File: src/rtl/fractal_sync_rsp_tx.sv
// Downstream response transmitter of a fractal sync node.
// Responses coming down the tree are buffered in a small FIFO. Each buffered
// response is forked onto the left/south port, the right/north port, or both,
// as selected by its sync-direction field (2'b10 LS, 2'b01 RN, 2'b11 both).
// An entry whose direction is 2'b00 is discarded and flagged on drop_o.
//
// Ports:
//   clk_i, rst_ni            clock, asynchronous active-low reset
//   rsp_*_i / rsp_ready_o    incoming response (valid/ready)
//   ls_*                     left/south child response (valid/ready)
//   rn_*                     right/north child response (valid/ready)
//   drop_o                   one-cycle pulse when an sd=2'b00 entry is discarded
//   empty_o, full_o          buffer status
module fractal_sync_rsp_tx #(
  parameter int unsigned LVL_WIDTH  = 2,
  parameter int unsigned ID_WIDTH   = 2,
  parameter int unsigned FIFO_DEPTH = 2
) (
  input  logic                 clk_i,
  input  logic                 rst_ni,
  input  logic                 rsp_valid_i,
  output logic                 rsp_ready_o,
  input  logic [LVL_WIDTH-1:0] rsp_level_i,
  input  logic [ID_WIDTH-1:0]  rsp_id_i,
  input  logic [1:0]           rsp_sd_i,
  input  logic                 rsp_error_i,
  output logic                 ls_valid_o,
  input  logic                 ls_ready_i,
  output logic [LVL_WIDTH-1:0] ls_level_o,
  output logic [ID_WIDTH-1:0]  ls_id_o,
  output logic                 ls_error_o,
  output logic                 rn_valid_o,
  input  logic                 rn_ready_i,
  output logic [LVL_WIDTH-1:0] rn_level_o,
  output logic [ID_WIDTH-1:0]  rn_id_o,
  output logic                 rn_error_o,
  output logic                 drop_o,
  output logic                 empty_o,
  output logic                 full_o
);

  localparam int unsigned PTR_W = (FIFO_DEPTH > 1) ? $clog2(FIFO_DEPTH) : 1;
  localparam int unsigned CNT_W = $clog2(FIFO_DEPTH + 1);
  localparam int unsigned ENT_W = LVL_WIDTH + ID_WIDTH + 3;
  localparam logic [PTR_W-1:0] PTR_LAST = PTR_W'(FIFO_DEPTH - 1);
  localparam logic [CNT_W-1:0] CNT_FULL = CNT_W'(FIFO_DEPTH);

  // Entry layout: {level, id, sd, error}
  logic [ENT_W-1:0] mem_q [FIFO_DEPTH];
  logic [PTR_W-1:0] wr_ptr_q, wr_ptr_d, rd_ptr_q, rd_ptr_d;
  logic [CNT_W-1:0] cnt_q, cnt_d;
  // Pending fork mask [ls, rn]; loaded_q says the mask belongs to the head.
  logic [1:0]       mask_q, mask_d;
  logic             loaded_q, loaded_d;

  logic [ENT_W-1:0]     head;
  logic [LVL_WIDTH-1:0] head_level;
  logic [ID_WIDTH-1:0]  head_id;
  logic [1:0]           head_sd;
  logic                 head_error;
  logic                 push, pop;
  logic [1:0]           hs;

  assign head       = mem_q[rd_ptr_q];
  assign head_error = head[0];
  assign head_sd    = head[2:1];
  assign head_id    = head[3 +: ID_WIDTH];
  assign head_level = head[3 + ID_WIDTH +: LVL_WIDTH];

  assign full_o      = (cnt_q == CNT_FULL);
  assign empty_o     = (cnt_q == '0);
  assign rsp_ready_o = !full_o;
  assign ls_valid_o  = mask_q[1];
  assign rn_valid_o  = mask_q[0];
  // A loaded head with an empty mask can only come from sd=2'b00.
  assign drop_o      = loaded_q && (mask_q == 2'b00);

  // Data is gated by valid so idle ports read as zero.
  assign ls_level_o = mask_q[1] ? head_level : '0;
  assign ls_id_o    = mask_q[1] ? head_id    : '0;
  assign ls_error_o = mask_q[1] & head_error;
  assign rn_level_o = mask_q[0] ? head_level : '0;
  assign rn_id_o    = mask_q[0] ? head_id    : '0;
  assign rn_error_o = mask_q[0] & head_error;

  always_comb begin
    push     = rsp_valid_i && !full_o;
    hs       = {mask_q[1] & ls_ready_i, mask_q[0] & rn_ready_i};
    pop      = loaded_q && ((mask_q & ~hs) == 2'b00);
    mask_d   = mask_q & ~hs;
    loaded_d = loaded_q;
    if (pop) begin
      // Leave one idle cycle before the next head is forked.
      loaded_d = 1'b0;
      mask_d   = 2'b00;
    end else if (!loaded_q) begin
      if (!empty_o) begin
        loaded_d = 1'b1;
        mask_d   = head_sd;
      end else if (push) begin
        // Head becomes valid on this write: take its sd straight from the input
        // so the response is visible the cycle after the push.
        loaded_d = 1'b1;
        mask_d   = rsp_sd_i;
      end
    end

    wr_ptr_d = wr_ptr_q;
    if (push) wr_ptr_d = (wr_ptr_q == PTR_LAST) ? '0 : wr_ptr_q + PTR_W'(1);
    rd_ptr_d = rd_ptr_q;
    if (pop) rd_ptr_d = (rd_ptr_q == PTR_LAST) ? '0 : rd_ptr_q + PTR_W'(1);

    cnt_d = cnt_q;
    if (push && !pop)      cnt_d = cnt_q + CNT_W'(1);
    else if (!push && pop) cnt_d = cnt_q - CNT_W'(1);
  end

  always_ff @(posedge clk_i or negedge rst_ni) begin
    if (!rst_ni) begin
      wr_ptr_q <= '0;
      rd_ptr_q <= '0;
      cnt_q    <= '0;
      mask_q   <= 2'b00;
      loaded_q <= 1'b0;
    end else begin
      wr_ptr_q <= wr_ptr_d;
      rd_ptr_q <= rd_ptr_d;
      cnt_q    <= cnt_d;
      mask_q   <= mask_d;
      loaded_q <= loaded_d;
    end
  end

  // Storage needs no reset: nothing is read unless the count says it was written.
  always_ff @(posedge clk_i) begin
    if (push) mem_q[wr_ptr_q] <= {rsp_level_i, rsp_id_i, rsp_sd_i, rsp_error_i};
  end

endmodule
File: config.mk
export PLATFORM = sky130hd
export DESIGN_NAME = fractal_sync_rsp_tx
export DESIGN_NICKNAME = d
export VERILOG_FILES = /design/src/rtl/fractal_sync_rsp_tx.sv
export SDC_FILE = /design/constraint.sdc
export NUM_CORES = 1
export LEC_CHECK = 0
export BUFFER_PORTS_ARGS = -buffer_cell sky130_fd_sc_hd__buf_2
export CAP_MARGIN = 20
export CORE_UTILIZATION = 45
export CTS_BUF_LIST = sky130_fd_sc_hd__clkbuf_8
export DETAILED_ROUTE_END_ITERATION = 7
export GPL_TIMING_DRIVEN = 1
export PLACE_DENSITY = 0.8
export REMOVE_ABC_BUFFERS = 1
export SETUP_SLACK_MARGIN = 0.3
export SLEW_MARGIN = 15
export SYNTH_ARGS = -nofsm -noshare
export SYNTH_HDL_FRONTEND = slang
export SYNTH_SLANG_ARGS = --single-unit
File: constraint.sdc
create_clock -name clk_i -period 1.8 [get_ports clk_i]
set_input_delay 0.09 -clock clk_i [delete_from_list [all_inputs] [get_ports clk_i]]
set_output_delay 0.09 -clock clk_i [all_outputs]
set_load 0.01 [all_outputs]
# Yosys cells after proc, flatten, opt, wreduce, memory -nomap -nowiden
# Memories as Yosys holds them, arrays and structs flattened.
# Cells that the tools add are included.
[classes]
order_cmp = 0
bitwise = 6
reduce_logical = 12
n_eq_ne = 1
n_shift = 0
multipliers = 0
n_mux = 17
addsub = 4
div_mod_pow = 0
[ops]
columns = ["cell", "count"]
rows = [
  ["2-to-1 mux 2 bit", 10],
  ["2-to-1 mux 1 bit", 7],
  ["zero test 2 bit", 3],
  ["logical AND 1 bit", 5],
  ["AND 1 bit", 4],
  ["zero test 1 bit", 3],
  ["adder 1 bit (second input constant)", 2],
  ["adder 2 x 1 -> 2 bit (second input constant)", 1],
  ["AND 2 bit", 1],
  ["equality test 2 bit (second input constant)", 1],
  ["inverter 2 bit", 1],
  ["nonzero test 2 bit", 1],
  ["subtractor 2 x 1 -> 2 bit (second input constant)", 1],
]
[word_totals]
ram_bits = 14
elab_cells = 46
output_inout_bits = 16
memories = 1
romBits = 0
ff_bits = 7
input_bits = 12
latch_bits = 0
[mem_list]
columns = ["memory", "depth", "width", "rd", "rd_ports_with_merged_regs", "wr", "line", "rtl"]
rows = [
  ["mem_q", 2, 7, 1, 0, 1, "49", "logic [ENT_W-1:0] mem_q [FIFO_DEPTH];"],
]

# Logic depth before layout (Yosys ltp)
[logic_depth]
ltp_word = 8
mapped_depth = 7
mapped_depth_nobuf = 7

# Worst setup path before layout
# OpenSTA, ideal clock, no wires.
[synth_path]
path_type = "register to register"
start = "reg mask_q[0]"
end = "reg cnt_q[1]"
path_buffers = 0
synth_period_minus_slack_ns = 1.492
arrival_time_ns = 1.366
t_required_ns = 1.675
setup_ns = 0.125
path_stages_with_launch = 7
slack_ns = 0.308
cell_sequence = "dfrtp_1 -> or2b_2 -> nand3_1 -> ha_1 -> xor2_1 -> nor2_1 -> xor2_1"
[synth_via]
elab_chain_len = 8
elab_cells_between_ends = 10
classes_between = "mux (1); bitwise (3); reduce/logical (6)"
[synth_rtl]
columns = ["item", "line", "rtl"]
rows = [
  ["start: declaration", "53", "logic [1:0] mask_q, mask_d;"],
  ["start signal: assignment", "129", "mask_q <= mask_d;"],
  ["AND 1 bit", "88", "hs = {mask_q[1] & ls_ready_i, mask_q[0] & rn_ready_i};"],
  ["inverter 2 bit", "89", "pop = loaded_q && ((mask_q & ~hs) == 2'b00);"],
  ["AND 2 bit *", "89", ""],
  ["zero test 2 bit *", "89", ""],
  ["logical AND 1 bit *", "89", ""],
  ["zero test 1 bit", "114", "if (push && !pop) cnt_d = cnt_q + CNT_W'(1);"],
  ["logical AND 1 bit", "114", ""],
  ["2-to-1 mux 2 bit or nonzero test 2 bit (tied branches)", "-", ""],
  ["end signal: assignment", "128", "cnt_q <= cnt_d;"],
  ["end: declaration", "51", "logic [CNT_W-1:0] cnt_q, cnt_d;"],
]
# Every way passes the cells marked *; elsewhere a longest branch is shown, timed or not.
# A chain may end at the register's enable or synchronous reset.

# Worst setup path in the final report
# Ends and elaborated chain as after synthesis.

==> flow_metrics.env <==
export IMPL_run_status="finished, final reports clean"
export IMPL_cp_max_fo=3
export IMPL_io_buffers=27
export IMPL_critPathRequiredTime_ns=1.95
export IMPL_cts_tree="built"
export IMPL_areaGrowthSynthToFinish_pct=28.2
export IMPL_routed_via_count=625
export IMPL_min_period_over_period_pct=81.4
export IMPL_gp_congestion=0.790
export IMPL_ys_types=23
export IMPL_power_w=0.00204
export IMPL_ys_seq_elements=21
export IMPL_grt_pass1_vias=541
export IMPL_layout_min_cycle_time_ns=1.46
export IMPL_internal_power_w=0.00130
export IMPL_grt_use_total_pct=17.7
export IMPL_via_per_inst=4.92
export IMPL_first_pass_iters=4
export IMPL_die_y_um=47.3
export IMPL_grt_pass1_wl_mm=2.56
export IMPL_drv_cap=0
export IMPL_clock_sinks=21
export IMPL_path_cells="or2b_2, nand3_2, ha_1, xor2_1, nor2_2, xor2_1"
export IMPL_ant_nets=0
export IMPL_critPathBufInv=0
export IMPL_layout_nets=114
export IMPL_setup_ws_ns=0.335
export IMPL_clock_tree_root_cell="clkbuf_8"
export IMPL_hp_class="in -> reg"
export IMPL_clockPowerShare_pct=14.9
export IMPL_holdPathStages=1
export IMPL_crit_top_cell="xor2_1"
export IMPL_synthAdderAreaFrac_pct=1.36
export IMPL_swShare_pct=36.4
export IMPL_fin_tns_setup_ns=0
export IMPL_drv_slew=0
export IMPL_crit_type="reg -> reg"
export IMPL_dieArea_um2=2240
export IMPL_wire_per_inst_um=14.5
export IMPL_synth_xor_area_share_pct=4.74
export IMPL_antenna_found_initial=0
export IMPL_seqPwrFrac_pct=39.9
export IMPL_crit_slowest_cell="dfrtp_2"
export IMPL_most_common_layout_cells="27 x buf_2, 14 x edfxtp_1, 10 x nor2b_1"
export IMPL_leakagePower_nw=0.529
export IMPL_yosys_area_share_simple_pct=14.8
export IMPL_crit_cells=6
export IMPL_grt_max_degree=13
export IMPL_clockBufferDepth=2
export IMPL_core_area_um2=1940
export IMPL_clk_pin_slew_ns=0.08
export IMPL_totalWireLength_mm=1.84
export IMPL_p_switching_w=0.000745
export IMPL_synth_compound_area_share_pct=4.74
export IMPL_tightest_slew_ns=0.377
export IMPL_muxShareOfSynthArea_pct=7.86
export IMPL_rr_worst_depth=6
export IMPL_drc=0
export IMPL_slowest_delay_ns=0.37
export IMPL_place_ws_ns=0.199
export IMPL_drive_gt1_share_pct=45.0
export IMPL_setup_viol=0
export IMPL_hold_viol=0
export IMPL_dpl_hpwl_mm=1.30
export IMPL_io_pins=28
export IMPL_critPathLaunchType="register"
export IMPL_powerDensity_nw_per_um2=1730
export IMPL_start_util_pct=47.6
export IMPL_hold_ws_ns=0.0108
export IMPL_yosys_warnings=0
export IMPL_diodes=0
export IMPL_skew_ns=0.00405
export IMPL_crit_arrival_ns=1.61
export IMPL_h_tree_depth=1
export IMPL_overflow=0
export IMPL_rows=16
export IMPL_chipWidth_um=47.3
export IMPL_crit_path_end_kind="register"
export IMPL_final_common_cell="buf_2"
export IMPL_insertion_delay_ns=0.26
export IMPL_synth_area_per_cell_um2=14.2
export IMPL_netlist_area_um2=923
export IMPL_max_freq_ghz=0.683
export IMPL_rsz0062_at_grt="yes"
export IMPL_synth_seq_area_share_pct=64.5
export IMPL_synth_top_family_by_area="simple AND/OR/NAND/NOR gates"
export IMPL_slew_limit_headroom_pct=74.9
export IMPL_cts_inserted_buffers=3
export IMPL_pwr_share_comb_pct=45.2
export IMPL_dr_first_iter_drc_count=18
export IMPL_path_delay_family="simple AND/OR/NAND/NOR gates"
export IMPL_postSynthCellCount=65
export IMPL_peakVddDrop_mv=0.889
## cells in the mapped netlist
cell type   n  area share [%]
a21oi_1     2             1.1
and3_1      1            0.68
buf_4       1            0.81
dfrtp_1     7              19
edfxtp_1   14              46
ha_1        1             1.4
inv_1       3             1.2
mux2_2      2             2.4
mux2i_1     5             5.4
nand2_1     1            0.41
nand2b_1    1            0.68
nand3_1     1            0.54
nor2_1      2            0.81
nor2b_1    10             6.8
nor3b_1     1            0.81
o21bai_1    1            0.81
o31a_1      1            0.95
o32ai_1     2             1.9
or2_1       1            0.68
or2b_2      2             1.9
or4b_4      1             1.5
xnor2_1     3             2.8
xor2_1      2             1.9
## path summary, 6_finish.rpt
check	start	endpoint	slack [ns]
max	mask_q[0]$_DFF_PN0_	cnt_q[1]$_DFFE_PN0P_	0.34
min	rsp_id_i[0]	mem_q[0][3]$_DFFE_PP_	0.01
max reg2reg	mask_q[0]$_DFF_PN0_	cnt_q[1]$_DFFE_PN0P_	0.34
min reg2reg	wr_ptr_q$_DFFE_PN0P_	wr_ptr_q$_DFFE_PN0P_	0.51
max in group asynchronous	rst_ni	mask_q[0]$_DFF_PN0_	1.44
min in group asynchronous	rst_ni	mask_q[1]$_DFF_PN0_	0.19
## per-layer routing
metal	track usage, %	vias up	wire length, um
li1	-	301	-
met1	23.8	302	753
met2	28.2	18	992
met3	2.31	4	66
met4	8.57	0	24
met5	0	-	0
## power by group through the flow
| stage | registers [W] | logic, W | clock network [W] |
|---|---|---|---|
| 6_report | 0.000816 | 0.000924 | 0.000304 |
| 5_1_grt | 0.000838 | 0.00102 | 0.000321 |
| 4_1_cts | 0.000811 | 0.000928 | 0.000310 |
| 3_5_place_dp | 0.000856 | 0.000805 | 0 |
| 3_3_place_gp | 0.000843 | 0.000783 | 0 |
| 2_1_floorplan | 0.000823 | 0.000531 | 0 |
## logic make-up (layout without fill, tap and decap cells)
group / Yosys count / count (layout)
DFF: 21 / 21
and+or+nand+nor: 21 / 21
muxes: 7 / 7
buffers and inverters: 4 / 39
xor gates and xnor gates: 5 / 5
AOI/OAI and AO/OA: 6 / 6
adders and majority gates: 1 / 1
## state kept, by name, indices dropped and copies added (netlist names)
register	flops
rd_ptr_q	1
mask_q	2
loaded_q	1
wr_ptr_q	1
mem_q	14
cnt_q	2
## final cells by class
cell class                      instances  area (um^2)
Inverter                                3         11.3
Sequential cell                        21          598
Fill cell                             167          758
Timing Repair Buffer                   32          175
Multi-Input combinational cell         40          319
Clock buffer                            3         41.3
Tap cell                               27         33.8
Clock inverter                          1         5.00
## timing repair
item / in CTS / in global routing
endpoints found under the hold margin: 7 / 0
hold buffers: 1 / 0
buffers inserted: 3 / 0
setup endpoints to repair: 2 / 10
gates resized for setup: 3 / 2
## through the flow
| step | instances | cell area, um^2 | utilization (%) |
|---|---|---|---|
| after floorplan | 64 | 916 | - |
| after global placement | 119 | 1090 | 56.3 |
| after detailed placement | 119 | 1090 | 56.3 |
| after CTS | 127 | 1180 | 60.8 |
| after global routing | 127 | 1180 | 61.0 |
| final | 127 | 1180 | 61.0 |
Note: power is estimated with default switching activity, not from simulation.
